[config.mk]
export PLATFORM = sky130hd
export DESIGN_NAME = branch_predictor_flat
export DESIGN_NICKNAME = d
export VERILOG_FILES = /design/src/rtl/branch_predictor_if.sv /design/src/rtl/branch_predictor.sv /design/src/flat_wrapper.sv
export SDC_FILE = /design/constraint.sdc
export NUM_CORES = 2
export LEC_CHECK = 0
export CAP_MARGIN = 20
export CORE_ASPECT_RATIO = 2
export CORE_MARGIN = 4
export CORE_UTILIZATION = 30
export CTS_CLUSTER_SIZE = 10
export DETAILED_ROUTE_END_ITERATION = 16
export HOLD_SLACK_MARGIN = 0.12
export SYNTH_ARGS = -nofsm -noshare
export SYNTH_HDL_FRONTEND = slang
export SYNTH_SLANG_ARGS = --single-unit
[constraint.sdc]
create_clock -name clk_in -period 15.3 [get_ports clk_in]
set_clock_uncertainty 0.2 [all_clocks]
set_input_delay 3.825 -clock clk_in [delete_from_list [all_inputs] [get_ports clk_in]]
set_output_delay 3.825 -clock clk_in [all_outputs]
set_load 0.02 [all_outputs]
[src/rtl/branch_predictor_if.sv]
// Fetch-side lookup and EX-side resolution signals of the branch predictor.
// The master side drives addresses and updates; the slave side returns the prediction.
interface branch_predictor_if;
  logic [31:0] pc_in;
  logic [31:0] next_pc_out;
  logic        branch_taken_out;
  logic        upd_valid;
  logic [31:0] upd_pc;
  logic        upd_taken;
  logic [31:0] upd_target;

  modport master (
    output pc_in, upd_valid, upd_pc, upd_taken, upd_target,
    input  next_pc_out, branch_taken_out
  );

  modport slave (
    input  pc_in, upd_valid, upd_pc, upd_taken, upd_target,
    output next_pc_out, branch_taken_out
  );
endinterface

[src/rtl/branch_predictor.sv]
// Direct-mapped, tagged branch target buffer with 2-bit saturating direction counters.
// Lookup is combinational; one entry is written per cycle from EX resolution.
module branch_predictor #(
  parameter int unsigned INDEX_BITS = 6,
  parameter int unsigned TAG_BITS   = 10
) (
  input  logic               clk_in,
  input  logic               rst_in,
  input  logic               rdy_in,
  branch_predictor_if.slave  bp
);

  localparam int unsigned ENTRIES = 1 << INDEX_BITS;
  localparam int unsigned TAG_LO  = INDEX_BITS + 2;
  localparam int unsigned TAG_HI  = INDEX_BITS + TAG_BITS + 1;

  logic                  r_valid  [ENTRIES];
  logic [TAG_BITS-1:0]   r_tag    [ENTRIES];
  logic [1:0]            r_ctr    [ENTRIES];
  logic [31:0]           r_target [ENTRIES];

  logic [INDEX_BITS-1:0] w_lk_idx;
  logic [TAG_BITS-1:0]   w_lk_tag;
  logic                  w_lk_hit;
  logic                  w_lk_taken;
  logic [INDEX_BITS-1:0] w_upd_idx;
  logic [TAG_BITS-1:0]   w_upd_tag;
  logic                  w_upd_hit;
  logic                  w_we;
  logic [1:0]            w_ctr_next;
  logic [32-TAG_HI:0]    w_unused_lk_pc;
  logic [32-TAG_HI:0]    w_unused_upd_pc;

  // Address fields outside index/tag never participate in matching.
  assign w_unused_lk_pc  = {bp.pc_in[31:TAG_HI+1],  bp.pc_in[1:0]};
  assign w_unused_upd_pc = {bp.upd_pc[31:TAG_HI+1], bp.upd_pc[1:0]};

  // Zero-latency lookup: reads pre-update contents even when EX writes the same index.
  assign w_lk_idx   = bp.pc_in[INDEX_BITS+1:2];
  assign w_lk_tag   = bp.pc_in[TAG_HI:TAG_LO];
  assign w_lk_hit   = r_valid[w_lk_idx] && (r_tag[w_lk_idx] == w_lk_tag);
  assign w_lk_taken = w_lk_hit && r_ctr[w_lk_idx][1];

  assign bp.branch_taken_out = w_lk_taken;
  assign bp.next_pc_out      = w_lk_taken ? r_target[w_lk_idx] : bp.pc_in + 32'd4;

  assign w_upd_idx = bp.upd_pc[INDEX_BITS+1:2];
  assign w_upd_tag = bp.upd_pc[TAG_HI:TAG_LO];
  assign w_upd_hit = r_valid[w_upd_idx] && (r_tag[w_upd_idx] == w_upd_tag);
  assign w_we      = rdy_in && !rst_in && bp.upd_valid;

  // Saturating counter step toward the resolved direction.
  always_comb begin
    w_ctr_next = r_ctr[w_upd_idx];
    if (bp.upd_taken) begin
      if (r_ctr[w_upd_idx] != 2'b11) w_ctr_next = r_ctr[w_upd_idx] + 2'd1;
    end else begin
      if (r_ctr[w_upd_idx] != 2'b00) w_ctr_next = r_ctr[w_upd_idx] - 2'd1;
    end
  end

  always_ff @(posedge clk_in) begin
    if (rst_in) begin
      for (int i = 0; i < int'(ENTRIES); i++) begin
        r_valid[i] <= 1'b0;
        r_ctr[i]   <= 2'b01;
      end
    end else if (w_we) begin
      if (w_upd_hit) begin
        r_ctr[w_upd_idx] <= w_ctr_next;
      end else if (bp.upd_taken) begin
        r_valid[w_upd_idx] <= 1'b1;
        r_ctr[w_upd_idx]   <= 2'b10;
      end
    end
  end

  // Tag and target carry no reset; a taken resolution always refreshes the target.
  always_ff @(posedge clk_in) begin
    if (w_we && bp.upd_taken) begin
      r_target[w_upd_idx] <= bp.upd_target;
      if (!w_upd_hit) r_tag[w_upd_idx] <= w_upd_tag;
    end
  end

endmodule

[src/flat_wrapper.sv]
// flat-port wrapper written by rule: the top's interface ports become plain ports
module branch_predictor_flat 
#(
  parameter int unsigned INDEX_BITS = 6,
  parameter int unsigned TAG_BITS   = 10
)
  (clk_in, rst_in, rdy_in, bp_pc_in, bp_upd_valid, bp_upd_pc, bp_upd_taken, bp_upd_target, bp_next_pc_out, bp_branch_taken_out);
  branch_predictor_if bp_i ();
  input  logic clk_in;
  input  logic rst_in;
  input  logic rdy_in;
  input wire logic [$bits(bp_i.pc_in)-1:0] bp_pc_in;
  input wire logic [$bits(bp_i.upd_valid)-1:0] bp_upd_valid;
  input wire logic [$bits(bp_i.upd_pc)-1:0] bp_upd_pc;
  input wire logic [$bits(bp_i.upd_taken)-1:0] bp_upd_taken;
  input wire logic [$bits(bp_i.upd_target)-1:0] bp_upd_target;
  output wire logic [$bits(bp_i.next_pc_out)-1:0] bp_next_pc_out;
  output wire logic [$bits(bp_i.branch_taken_out)-1:0] bp_branch_taken_out;
  assign bp_i.pc_in = bp_pc_in;
  assign bp_i.upd_valid = bp_upd_valid;
  assign bp_i.upd_pc = bp_upd_pc;
  assign bp_i.upd_taken = bp_upd_taken;
  assign bp_i.upd_target = bp_upd_target;
  assign bp_next_pc_out = bp_i.next_pc_out;
  assign bp_branch_taken_out = bp_i.branch_taken_out;
  branch_predictor #(.INDEX_BITS(INDEX_BITS), .TAG_BITS(TAG_BITS)) u_core (.clk_in(clk_in), .rst_in(rst_in), .rdy_in(rdy_in), .bp(bp_i));
endmodule
Yosys cells after proc, flatten, opt, wreduce, memory -nomap -nowiden
Memory sizes are Yosys's and may differ from the RTL's.
Index checks and enable logic that the tools add are counted.

word-level totals
  input port bits = 101
  memories = 4
  register bits = 0
  bits in writable memories = 2880
  logic and storage cells = 48

memory list
  name             words  width  rd ports  clocked after Yosys merged registers in  write ports  RTL line                RTL
  u_core.r_target  64     32     1         0                                        1            branch_predictor.sv:20  logic [31:0] r_target [ENTRIES];
  u_core.r_tag     64     10     2         0                                        1            branch_predictor.sv:18  logic [TAG_BITS-1:0] r_tag [ENTRIES];
  u_core.r_ctr     64     2      2         0                                        64           branch_predictor.sv:19  logic [1:0] r_ctr [ENTRIES];
  u_core.r_valid   64     1      2         0                                        64           branch_predictor.sv:17  logic r_valid [ENTRIES];

operators by class
  bitwise logic cells = 1
  reductions and logical operators = 10
  multiplexer cells = 27
  equality and inequality tests = 3
  $add $sub $neg = 3

operator list
  cell                   count
  $add 32x3->32 const B  1
  $mux 32                1
  $eq 10x10->1           2
  $mux 1                 19
  $mux 6                 2
  $mux 2                 5
  $logic_and 1x1->1      6
  $add 2x1->2 const B    1
  $ne 2x2->1 const B     1
  $reduce_bool 2->1      1
  $reduce_or 2->1        1
  $sub 2x1->2 const B    1
  $logic_not 1->1        1
  $or 1x1->1             1
  $reduce_or 1->1        1

Depth between registers and ports, before layout
An unclocked memory read counts as a cell.

  depth after elaboration = 10
  mapped depth = 18
  depth with buffers taken out = 9

Worst setup path before layout
Ideal clock, no wire load.

  path type = in2out
  start point = in bp_pc_in[2]
  end point = out bp_next_pc_out[0]
  setup slack = 3877 ps
  cell stages on the path = 10
  buffers on the path = 6
  data arrival time = 7398 ps
  cells stage by stage = buf_2 -> buf_2 -> buf_4 -> buf_4 -> buf_1 -> buf_1 -> mux4_2 -> mux4_2 -> mux4_2 -> mux2_2

on the way
  cells in the longest elaborated chain, start to end = 5
  elaborated cells between the ends (all ways) = 8

ends and longest elaborated chain
  what                RTL line                RTL
  start: declaration  flat_wrapper.sv:12      input wire logic [$bits(bp_i.pc_in)-1:0] bp_pc_in;
  $mem_v2 64x10       -
  $eq 10x10->1        branch_predictor.sv:41  assign w_lk_hit = r_valid[w_lk_idx] && (r_tag[w_lk_idx] == w_lk_tag);
  $logic_and 1x1->1   branch_predictor.sv:41
  $logic_and 1x1->1   branch_predictor.sv:42  assign w_lk_taken = w_lk_hit && r_ctr[w_lk_idx][1];
  $mux 32 (*)         branch_predictor.sv:45  assign bp.next_pc_out = w_lk_taken ? r_target[w_lk_idx] : bp.pc_in + 32'd4;
  end: declaration    flat_wrapper.sv:17      output wire logic [$bits(bp_i.next_pc_out)-1:0] bp_next_pc_out;

Mark *: on every way between the ends. The rest lies on a longest branch, timed or not.

Worst setup path after layout
  start point = in bp_pc_in[2]
  end point = out bp_next_pc_out[8]

The elaborated chain is that of the path after synthesis.

==> results.toml <==
[outcome]
status = "finished, final reports clean"

[cts]
insertion_delay_ns = 0.94
numCtsBuffers = 331
cts.root.buffer_cell = "clkbuf_16"
ctsLongestPathBuffers = 4
ctsResizeCount = 0
cts_tree = "done"
cts_num_sinks = 2880
path_clk_slew_ns = 0.06
cts_hold_buffers = 0
post_cts_buffers = 0
clock_tree.htree_level_count = 5

[detailed_routing]
wl_per_cell_um = 35.9
postRouteAntennaNets = 0
route.detailed.drc = 0
dr_total_vias = 66800
drt_pass1_iterations = 13
drt_iter0_markers = 8751
via_per_inst = 5.76
totalWireLength_um = 417000

[sta]
layout_min_cycle_time_ns = 13.95
setup_viol = 0
relSlewSlack_pct = 9.79
hold_viol = 0
tns_ns = 0
max_freq_mhz = 71.7
rsz0062_at_grt = "no"
worstMarginPinSlew_ns = 1.35
slew_viol_final = 0
period_share_pct = 91.2

[hold_path]
hold_class = "flip-flop to flip-flop"

[placed_design]
numPortBuffers = 117
hpwl_um = 251000
dpl.cell_count = 11100
gp_congestion = 0.971

[die]
die_w_um = 456
die_height_um = 903
core_mm2 = 0.399
ioPinCount = 134
row_count = 328
start_util_pct = 30.1
dieArea_mm2 = 0.411

[critical_path]
cp.arrival_ns = 9.93
slowest_stage = "a221oi_1"
cp-start-kind = "input pin"
slowest_delay_ns = 0.89
crit_chain = "buf_8 -> buf_4 -> mux4_2 -> a22o_1 -> a221oi_1 -> a22oi_1 -> mux2_2 -> o211a_1 -> nand4b_1 -> nor4b_4 -> buf_4 -> mux2_2 -> clkdlybuf4s50_1"
worst-setup-path-type = "input pin to output port"
rrSetupSlack_ns = 9.14
end_kind = "output port"
required_ns = 11.27
cp_max_fo = 58

[cells_and_area]
synthToLayoutAreaGrowth_pct = 14.4
final_common_cell = "edfxtp_1"
mostFrequentLayoutCells = "2816 x edfxtp_1, 894 x mux4_2, 336 x clkbuf_16"
layout-drive-gt1-share_pct = 28.7
nets = 6295
final_cells = 11600

[yosys]
syn_inst = 5965
synth.avg_cell_area_um2 = 20.1
ys.flop_type = "edfxtp_1"
yosysWarnings = 0
ys_async_sr_fraction_pct = 0
ys_seq_area_share_pct = 71.4
synth_nets = 6067
synth_area_mm2 = 0.120
synth-edff-count = 2816
synthDistinctLibCells = 86
synth-seq-cells = 2880

[power_and_ir_drop]
p_per_area_mw_per_mm2 = 122
cellLeakagePower_uw = 0.0423
ir_drop_mv = 0.0931

[global_routing]
grt_pass1_vias = 68700
antenna_found_initial = 42
overflow = 0
grt_usage_pct = 19.7
grt_start_max_net_pins = 158
grt_pass1_wl_um = 567000

[flow_run]
cap_violations = 0
kinds of logic after synthesis:
| group | share of synthesized area, % |
|---|---|
| AOI/OAI and AO/OA | 4.32 |
| xor gates and xnor gates | 0.292 |
| adders and majority gates | 0.0104 |
| buffers and inverters | 1.99 |
| DFF | 71.4 |
| muxes | 18.6 |
| and+or+nand+nor | 3.31 |
registers in the layout, summed over array words and instances, names as in the netlist:
signal	flops
u_core.r_target	2048
u_core.r_ctr	128
u_core.r_valid	64
u_core.r_tag	640
per-layer routing:
layer	global-route usage (%)	up-vias	part of all wire (%)	wire [um]
li1	-	25700	-	-
met1	20.6	35600	32	133000
met2	33.8	4140	51	210000
met3	4.21	1359	7.7	32100
met4	16.7	18	9.8	40800
met5	0.0352	-	0.028	117
cells in the mapped netlist, drive strengths merged, types with 94 or more instances:
cell type | n | area share [%]
edfxtp | 2816 | 70
mux4 | 894 | 17
buf | 224 | 0.99
clkbuf | 224 | 0.70
mux2i | 151 | 1.3
nand2 | 140 | 0.44
nor2 | 136 | 0.44
o21ai | 126 | 0.53
inv | 98 | 0.31
a221oi | 95 | 0.69
nand3 | 94 | 0.39
where the power goes:
group / internal [uW] / switching, uW
Combinational: 390 / 701
Clock: 3940 / 3040
Sequential: 8680 / 11.1
layout make-up:
class / count / area, um2
fillers: 37100 / 261000
repair buffers: 343 / 2950
clock buffers: 409 / 8680
inverters: 98 / 375
clock inverters: 21 / 234
diodes: 20 / 50.0
well taps: 5280 / 6610
multi-input cells: 2539 / 32800
flip-flops and latches: 2880 / 85800
path summary, 6_finish.rpt:
| kind | start | to | cells past startpoint |
|---|---|---|---|
| min reg2reg | u_core.r_valid[7] | u_core.r_valid[7] | 2 |
| max reg2reg | u_core.r_tag[56][2] | u_core.r_ctr[4][1] | 11 |
| max | bp_pc_in[2] | bp_next_pc_out[8] | 13 |
| min | u_core.r_valid[7] | u_core.r_valid[7] | 2 |
worst max-delay path, delay by kind of cell:
family | cells | cell delay, ns
compound gates | 4 | 1.47
simple gates | 2 | 0.83
mux | 3 | 1.43
buf+inv | 4 | 2.15
per-stage QoR:
stage                     setup WS, ns  utilization [%]  total power, uW  hold slack, ns  area (um2)
final                             1.35             34.5            16800           0.268      138000
after global routing              1.18             34.5            17200           0.288      137000
after CTS                         1.43             34.4            16800           0.265      137000
after detailed placement          1.43             32.2             9920           0.254      128000
after global placement            1.49             32.1             9900           0.253      128000
after floorplan                   3.88                -             9430           0.235      120000
Power figures use the tool's default switching activity.
